## src/rtl/pipeline_hazard_ctrl_if.sv

```systemverilog
// Hazard-control bus: event inputs from EX/DEC/MEM plus the pipeline enables,
// flushes, PC redirect and performance counters returned to the datapath.
interface pipeline_hazard_ctrl_if #(
    parameter int unsigned DBITS    = 32,
    parameter int unsigned CNT_BITS = 16
);
    logic                mispredict;
    logic [DBITS-1:0]    redirect_pc;
    logic                load_use;
    logic                mem_busy;
    logic                pc_we;
    logic                pc_sel;
    logic [DBITS-1:0]    pc_redirect;
    logic                if_dec_en;
    logic                if_dec_flush;
    logic                dec_ex_en;
    logic                dec_ex_flush;
    logic                ex_mem_en;
    logic [CNT_BITS-1:0] mispredict_cnt;
    logic [CNT_BITS-1:0] stall_cnt;

    modport master (
        output mispredict, redirect_pc, load_use, mem_busy,
        input  pc_we, pc_sel, pc_redirect, if_dec_en, if_dec_flush,
               dec_ex_en, dec_ex_flush, ex_mem_en, mispredict_cnt, stall_cnt
    );

    modport slave (
        input  mispredict, redirect_pc, load_use, mem_busy,
        output pc_we, pc_sel, pc_redirect, if_dec_en, if_dec_flush,
               dec_ex_en, dec_ex_flush, ex_mem_en, mispredict_cnt, stall_cnt
    );
endinterface

```

## src/rtl/pipeline_hazard_ctrl.sv

```systemverilog
// Pipeline hazard sequencer: arbitrates memory freezes, branch redirects and
// load-use bubbles; Mealy control outputs, registered state and counters.
module pipeline_hazard_ctrl #(
    parameter int unsigned DBITS             = 32,
    parameter int unsigned LOAD_STALL_CYCLES = 1,
    parameter int unsigned CNT_BITS          = 16
) (
    input  logic                    clk,
    input  logic                    reset,
    pipeline_hazard_ctrl_if.slave   bus
);

    localparam int unsigned SL_BITS = 4;
    localparam logic [SL_BITS-1:0] STALL_INIT = SL_BITS'(LOAD_STALL_CYCLES - 1);

    typedef enum logic [1:0] {
        ST_RUN   = 2'd0,
        ST_STALL = 2'd1,
        ST_HOLD  = 2'd2
    } state_e;

    state_e              state_q, state_d;
    logic [SL_BITS-1:0]  stall_left_q, stall_left_d;
    logic                pend_valid_q, pend_valid_d;
    logic [DBITS-1:0]    pend_pc_q, pend_pc_d;
    logic [CNT_BITS-1:0] mispredict_cnt_q, stall_cnt_q;
    logic                mis_inc;

    logic             pc_we_c, pc_sel_c;
    logic [DBITS-1:0] pc_redirect_c;
    logic             if_dec_en_c, if_dec_flush_c, dec_ex_en_c, dec_ex_flush_c, ex_mem_en_c;

    // Next-state and Mealy control decode
    always_comb begin
        state_d        = state_q;
        stall_left_d   = stall_left_q;
        pend_valid_d   = pend_valid_q;
        pend_pc_d      = pend_pc_q;
        mis_inc        = 1'b0;
        pc_we_c        = 1'b1;
        pc_sel_c       = 1'b0;
        pc_redirect_c  = bus.redirect_pc;
        if_dec_en_c    = 1'b1;
        if_dec_flush_c = 1'b0;
        dec_ex_en_c    = 1'b1;
        dec_ex_flush_c = 1'b0;
        ex_mem_en_c    = 1'b1;

        unique case (state_q)
            ST_RUN, ST_STALL: begin
                if (bus.mem_busy) begin
                    pc_we_c     = 1'b0;
                    if_dec_en_c = 1'b0;
                    dec_ex_en_c = 1'b0;
                    ex_mem_en_c = 1'b0;
                    // Branch resolved while frozen: park the target until memory frees
                    if (bus.mispredict) begin
                        pend_pc_d    = bus.redirect_pc;
                        pend_valid_d = 1'b1;
                        stall_left_d = '0;
                        state_d      = ST_HOLD;
                    end
                end else if (bus.mispredict) begin
                    pc_sel_c       = 1'b1;
                    if_dec_flush_c = 1'b1;
                    dec_ex_flush_c = 1'b1;
                    mis_inc        = 1'b1;
                    stall_left_d   = '0;
                    state_d        = ST_RUN;
                end else if (state_q == ST_STALL || bus.load_use) begin
                    pc_we_c        = 1'b0;
                    if_dec_en_c    = 1'b0;
                    dec_ex_flush_c = 1'b1;
                    if (state_q == ST_RUN) begin
                        if (LOAD_STALL_CYCLES > 1) begin
                            stall_left_d = STALL_INIT;
                            state_d      = ST_STALL;
                        end
                    end else if (stall_left_q == SL_BITS'(1)) begin
                        stall_left_d = '0;
                        state_d      = ST_RUN;
                    end else begin
                        stall_left_d = stall_left_q - SL_BITS'(1);
                    end
                end
            end
            ST_HOLD: begin
                if (bus.mem_busy) begin
                    pc_we_c     = 1'b0;
                    if_dec_en_c = 1'b0;
                    dec_ex_en_c = 1'b0;
                    ex_mem_en_c = 1'b0;
                end else begin
                    if (pend_valid_q) begin
                        pc_sel_c       = 1'b1;
                        pc_redirect_c  = pend_pc_q;
                        if_dec_flush_c = 1'b1;
                        dec_ex_flush_c = 1'b1;
                        mis_inc        = 1'b1;
                    end
                    pend_valid_d = 1'b0;
                    state_d      = ST_RUN;
                end
            end
            default: state_d = ST_RUN;
        endcase

        // Reset holds the whole pipe cleared regardless of state
        if (reset) begin
            pc_we_c        = 1'b0;
            pc_sel_c       = 1'b0;
            pc_redirect_c  = '0;
            if_dec_en_c    = 1'b0;
            if_dec_flush_c = 1'b1;
            dec_ex_en_c    = 1'b0;
            dec_ex_flush_c = 1'b1;
            ex_mem_en_c    = 1'b0;
        end
    end

    always_ff @(posedge clk or posedge reset) begin
        if (reset) begin
            state_q          <= ST_RUN;
            stall_left_q     <= '0;
            pend_valid_q     <= 1'b0;
            pend_pc_q        <= '0;
            mispredict_cnt_q <= '0;
            stall_cnt_q      <= '0;
        end else begin
            state_q      <= state_d;
            stall_left_q <= stall_left_d;
            pend_valid_q <= pend_valid_d;
            pend_pc_q    <= pend_pc_d;
            // Saturating performance counters
            if (mis_inc && (mispredict_cnt_q != '1))
                mispredict_cnt_q <= mispredict_cnt_q + CNT_BITS'(1);
            if (!pc_we_c && (stall_cnt_q != '1))
                stall_cnt_q <= stall_cnt_q + CNT_BITS'(1);
        end
    end

    assign bus.pc_we          = pc_we_c;
    assign bus.pc_sel         = pc_sel_c;
    assign bus.pc_redirect    = pc_redirect_c;
    assign bus.if_dec_en      = if_dec_en_c;
    assign bus.if_dec_flush   = if_dec_flush_c;
    assign bus.dec_ex_en      = dec_ex_en_c;
    assign bus.dec_ex_flush   = dec_ex_flush_c;
    assign bus.ex_mem_en      = ex_mem_en_c;
    assign bus.mispredict_cnt = mispredict_cnt_q;
    assign bus.stall_cnt      = stall_cnt_q;

endmodule

```

## src/flat_wrapper.sv

```systemverilog
// flat-port wrapper written by rule: the top's interface ports become plain ports
module pipeline_hazard_ctrl_flat 
#(
    parameter int unsigned DBITS             = 32,
    parameter int unsigned LOAD_STALL_CYCLES = 1,
    parameter int unsigned CNT_BITS          = 16
)
  (clk, reset, bus_mispredict, bus_redirect_pc, bus_load_use, bus_mem_busy, bus_pc_we, bus_pc_sel, bus_pc_redirect, bus_if_dec_en, bus_if_dec_flush, bus_dec_ex_en, bus_dec_ex_flush, bus_ex_mem_en, bus_mispredict_cnt, bus_stall_cnt);
  pipeline_hazard_ctrl_if #(.DBITS(DBITS), .CNT_BITS(CNT_BITS)) bus_i ();
  input  logic clk;
  input  logic reset;
  input wire logic [$bits(bus_i.mispredict)-1:0] bus_mispredict;
  input wire logic [$bits(bus_i.redirect_pc)-1:0] bus_redirect_pc;
  input wire logic [$bits(bus_i.load_use)-1:0] bus_load_use;
  input wire logic [$bits(bus_i.mem_busy)-1:0] bus_mem_busy;
  output wire logic [$bits(bus_i.pc_we)-1:0] bus_pc_we;
  output wire logic [$bits(bus_i.pc_sel)-1:0] bus_pc_sel;
  output wire logic [$bits(bus_i.pc_redirect)-1:0] bus_pc_redirect;
  output wire logic [$bits(bus_i.if_dec_en)-1:0] bus_if_dec_en;
  output wire logic [$bits(bus_i.if_dec_flush)-1:0] bus_if_dec_flush;
  output wire logic [$bits(bus_i.dec_ex_en)-1:0] bus_dec_ex_en;
  output wire logic [$bits(bus_i.dec_ex_flush)-1:0] bus_dec_ex_flush;
  output wire logic [$bits(bus_i.ex_mem_en)-1:0] bus_ex_mem_en;
  output wire logic [$bits(bus_i.mispredict_cnt)-1:0] bus_mispredict_cnt;
  output wire logic [$bits(bus_i.stall_cnt)-1:0] bus_stall_cnt;
  assign bus_i.mispredict = bus_mispredict;
  assign bus_i.redirect_pc = bus_redirect_pc;
  assign bus_i.load_use = bus_load_use;
  assign bus_i.mem_busy = bus_mem_busy;
  assign bus_pc_we = bus_i.pc_we;
  assign bus_pc_sel = bus_i.pc_sel;
  assign bus_pc_redirect = bus_i.pc_redirect;
  assign bus_if_dec_en = bus_i.if_dec_en;
  assign bus_if_dec_flush = bus_i.if_dec_flush;
  assign bus_dec_ex_en = bus_i.dec_ex_en;
  assign bus_dec_ex_flush = bus_i.dec_ex_flush;
  assign bus_ex_mem_en = bus_i.ex_mem_en;
  assign bus_mispredict_cnt = bus_i.mispredict_cnt;
  assign bus_stall_cnt = bus_i.stall_cnt;
  pipeline_hazard_ctrl #(.DBITS(DBITS), .LOAD_STALL_CYCLES(LOAD_STALL_CYCLES), .CNT_BITS(CNT_BITS)) u_core (.clk(clk), .reset(reset), .bus(bus_i));
endmodule
```

## config.mk

```make
export PLATFORM = sky130hd
export DESIGN_NAME = pipeline_hazard_ctrl_flat
export DESIGN_NICKNAME = d
export VERILOG_FILES = /design/src/rtl/pipeline_hazard_ctrl_if.sv /design/src/rtl/pipeline_hazard_ctrl.sv /design/src/flat_wrapper.sv
export SDC_FILE = /design/constraint.sdc
export NUM_CORES = 1
export LEC_CHECK = 0
export CELL_PAD_IN_SITES_DETAIL_PLACEMENT = 1
export CELL_PAD_IN_SITES_GLOBAL_PLACEMENT = 1
export CORE_MARGIN = 2
export CORE_UTILIZATION = 35
export CTS_CLUSTER_DIAMETER = 100
export CTS_CLUSTER_SIZE = 28
export DETAILED_ROUTE_END_ITERATION = 8
export PLACE_DENSITY = 0.87
export SLEW_MARGIN = 20
export SYNTH_ARGS = -nofsm -noshare
export SYNTH_HDL_FRONTEND = slang
export SYNTH_SLANG_ARGS = --single-unit
```

## constraint.sdc

```tcl
create_clock -name clk -period 3.5 [get_ports clk]
set_input_delay 0.7 -clock clk [delete_from_list [all_inputs] [get_ports clk]]
set_output_delay 0.7 -clock clk [all_outputs]
set_load 0.03 [all_outputs]
```

==> metrics.md, run 1 <==
| Metric | Value |
|---|---|
| Outcome | `finished, final reports clean` |
| CTS H-tree lvls | `3` |
| Fin util | `51.40%` |
| CTS root buf | `clkbuf_8` |
| CP cell instances | `clkdlybuf4s50_1 > nor3b_2 > buf_4 > nand2_1 > a21oi_1 > clkdlybuf4s50_1` |
| Max FO, Critical Path | `21` |
| Initial antenna violation count | `0` |
| CORE AREA | `9328 um2` |
| Tcrit/Tclk final | `94.03%` |
| Effective utilization at floorplan | `36.46%` |
| Fmax | `303.9 MHz` |
| Top Ports | `around 110` |
| N_diodes | `0` |
| Setup Skew | `8.345 ps` |
| Worst-path clk slew | `70 ps` |
| Max Cap Violations | `0` |
| # rows | `35` |
| WP data arrival | `2590 ps` |
| Pin count of the biggest net entering global routing | `40` |
| GP Congestion | `0.8051` |
| Post-route minimum period | `about 3300 ps` |
| Nets | `498` |
| Static Leak | `2.007 nW` |
| Post-cts resize count | `0` |
| Req. time, crit path | `2800 ps` |
| CTS tree | `yes` |
| Die width | `102.6 um` |
| Die ar. | `10520 um2` |
| Clock Sinks | `66` |
| Mux cell area share after synthesis | `a little under an eighth` |
| XOR/XNOR Fraction of Synth Area | `7.211%` |
| Port bufs | `107` |
| DR iter-0 viols | `76` |
| VDD IR max | `0.0005323 V` |
| Launching element type of the critical path | `input port` |
| Synth Area in Simple Gates | `22.19%` |
| Ys Warns | `0` |
| Actual slew at the worst max-slew pin | `between 900 and 1000 ps` |
| Hold_buf cts | `0` |
| Power Total | `2.880 mW` |
| WL final | `around 9600 um` |
| Most common cell in the netlist | `nand2_1` |
| Most frequent cells after synthesis | `nand2_1 (75), dfrtp_1 (66), a21oi_1 (36)` |
| CTS Buffer Depth | `2` |
| Net Count, Synth | `slightly below 400` |
| Pins Over Slew Limit | `0` |
| Post-synth top area cell | `dfrtp_1` |
| Share of cells above drive strength 1 | `18.18%` |
| Post-synth design cell area | `3401 um2` |
| Top cell type's share of synthesized area | `48.57%` |
| Hold WC Path Type | `register to register` |
| Main combinational cell family by area after synthesis | `simple AND/OR/NAND/NOR gates` |
| Most used cell along the critical path | `clkdlybuf4s50_1` |
| Async S/R FF share, synth | `100.0%` |
| Fill cells | `between 1000 and 1500` |
| Syn avg cell area | `9.772 um2` |
| Total congestion overflow | `0` |
| # DRC | `0` |
| Mapped Cells | `348` |
| Cell family with most CP delay | `buffers and inverters` |
| Critical Path End Type | `primary output` |
| Seq/Total Area, Yosys | `between 40% and 50%` |
| Post-synth EDFFs | `0` |
| Die Height | `a little over 100 um` |
| Antenna-violating nets left | `0` |
| Setup-failing EPs final | `0` |
| GRT Total Usage | `19.03%` |
| R2R Setup Slk | `1360 ps` |
| Max_slew headroom | `36.84%` |
| Finished Cell Area | `4795 um2` |
| Critical path buffer and inverter count | `3` |
| Via density | `roughly 5.1` |
| Inserted Clock Buffers | `9` |
| Synth Flop Type | `dfrtp_1` |
| Layout area overhead | `40.99%` |
| DP HPWL | `7054 um` |
| Wire per inst | `~16 um` |
| Fin. Hold Viols | `0` |
| CP max stage cell | `clkdlybuf4s50_1` |
| Clk_lat worst skew | `330 ps` |
| TNS Setup | `0 ps` |
| Slowest stage delay, CP | `700 ps` |
| PD cells | `600.7 nW/um2` |
| Post-CTS setup buffer count | `0` |
| Top cells by area, synth | `dfrtp_1 (49%), mux2_2 (11%), nand2_1 (8.3%), a21oi_1 (5.3%), xor2_1 (4.6%)` |
| Cell Area, Placed | `4591 um2` |
| RSZ-0062 raised after global routing | `no` |
| Synth unique cells | `36` |
| Count of state elements after synthesis | `66` |
| Worst Setup Path Type | `input port to primary output` |
| Via count | `between 3000 and 4000` |
| Adder-Cell Fraction of Synth Area | `about 1.1%` |
| First-pass GRT wire length | `15770 um` |
| Compound-Gate Fraction of Synth Area | `6.181%` |
| Vias in the first global route | `3191` |
| DR pass1 iterations | `4` |
-- routing by layer --
metal | track usage [%] | vias to the layer above | part of all wire [%]
met4 | 5.538 | 0 | 0.69
met2 | 32.83 | 65 | 50
li1 | - | 1424 | -
met5 | 0 | - | 0
met3 | 3.797 | 6 | 4.3
met1 | 24.29 | 1507 | 45
-- layout make-up --
type	count	area, um2	area share (%)
tap	129	161.4	3.366
sequential	66	1652	34.45
clock buffer	13	168.9	3.523
clock inverter	2	35.03	0.7307
multi-input combinational	258	1645	34.32
inverter	4	18.77	0.3914
timing repair buffer	119	1114	23.23
-- through the flow --
step | cells | setup slack [ps] | hold WS (ps)
floorplan | 348 | 18.45 | 479.2
global placement | 576 | 239.6 | 486.3
detailed placement | 576 | 184.7 | 497.0
CTS | 591 | 178.8 | 513.6
global route | 591 | 47.09 | 526.7
finish | 591 | 208.9 | 508.5
-- path summary, 6_finish.rpt --
path                                          from                            to  depth (start not counted)
min                           u_core.pend_pc_q[25]          u_core.pend_pc_q[25]                          1
min reg2reg                   u_core.pend_pc_q[25]          u_core.pend_pc_q[25]                          1
min in group asynchronous                    reset  u_core.bus.mispredict_cnt[6]                          4
max in group asynchronous                    reset           u_core.pend_pc_q[1]                          4
max reg2reg                u_core.bus.stall_cnt[0]       u_core.bus.stall_cnt[1]                          5
max                                   bus_mem_busy           bus_pc_redirect[15]                          6
-- cells by family after synthesis --
logic type,after synthesis
compound gates,41
xor+xnor,28
fa+ha+maj,3
buf+inv,24
flops,66
mux,35
simple gates,151
-- worst reg2reg max path, delay by kind of cell (launching register included) --
| family | cells | cell delay [ps] |
|---|---|---|
| adder cells (fa/ha/maj) | 1 | 270 |
| flip-flops | 1 | 470 |
| multiplexers | 1 | 300 |
| AND/OR/NAND/NOR | 3 | 990 |
-- registers in the layout, summed over array words and instances, names as in the netlist --
name / cells
u_core.bus.stall_cnt: 16
u_core.state_q: 1
u_core.pend_valid_q: 1
u_core.bus.mispredict_cnt: 16
u_core.pend_pc_q: 32
-- placed cells by master, fill, tap and decap left out, types with 4 or more instances in the layout --
master,n
nand4_1,12
dfrtp_1,66
nand3_1,13
xor2_1,18
a21oi_1,36
nor2_1,11
xnor2_1,10
nor3_1,10
nand2_1,75
mux2_2,34
clkdlybuf4s50_1,88
o21ai_0,4
nor4_1,6
clkbuf_8,12
buf_4,31
-- power breakdown --
| group | switching [mW] | internal (mW) | leakage (nW) |
|---|---|---|---|
| clock | 0.280 | 0.383 | 0.106 |
| sequential | 0.215 | 0.958 | 0.795 |
| combinational | 0.572 | 0.473 | 1.11 |
| total | 1.07 | 1.81 | 2.01 |
(Power assumes the default switching activity.)
==> run 2, diff against run 1 <==
--- a/config.mk
+++ b/config.mk
@@ -5,6 +5,7 @@
 export SDC_FILE = /design/constraint.sdc
 export NUM_CORES = 1
 export LEC_CHECK = 0
+export ABC_CLOCK_PERIOD_IN_PS = 3500
 export CELL_PAD_IN_SITES_DETAIL_PLACEMENT = 1
 export CELL_PAD_IN_SITES_GLOBAL_PLACEMENT = 1
 export CORE_MARGIN = 2
==> results of run 2 <==
Final layout, timing and power as in run 1 (identical DEF).
==> run 3, diff against run 2 <==
--- a/config.mk
+++ b/config.mk
@@ -10,8 +10,8 @@
 export CELL_PAD_IN_SITES_GLOBAL_PLACEMENT = 1
 export CORE_MARGIN = 2
 export CORE_UTILIZATION = 35
-export CTS_CLUSTER_DIAMETER = 100
-export CTS_CLUSTER_SIZE = 28
+export CTS_CLUSTER_DIAMETER = 200
+export CTS_CLUSTER_SIZE = 12
 export DETAILED_ROUTE_END_ITERATION = 8
 export PLACE_DENSITY = 0.87
 export SLEW_MARGIN = 20
==> results of run 3 <==
Final layout, timing and power as in run 1 (identical DEF).
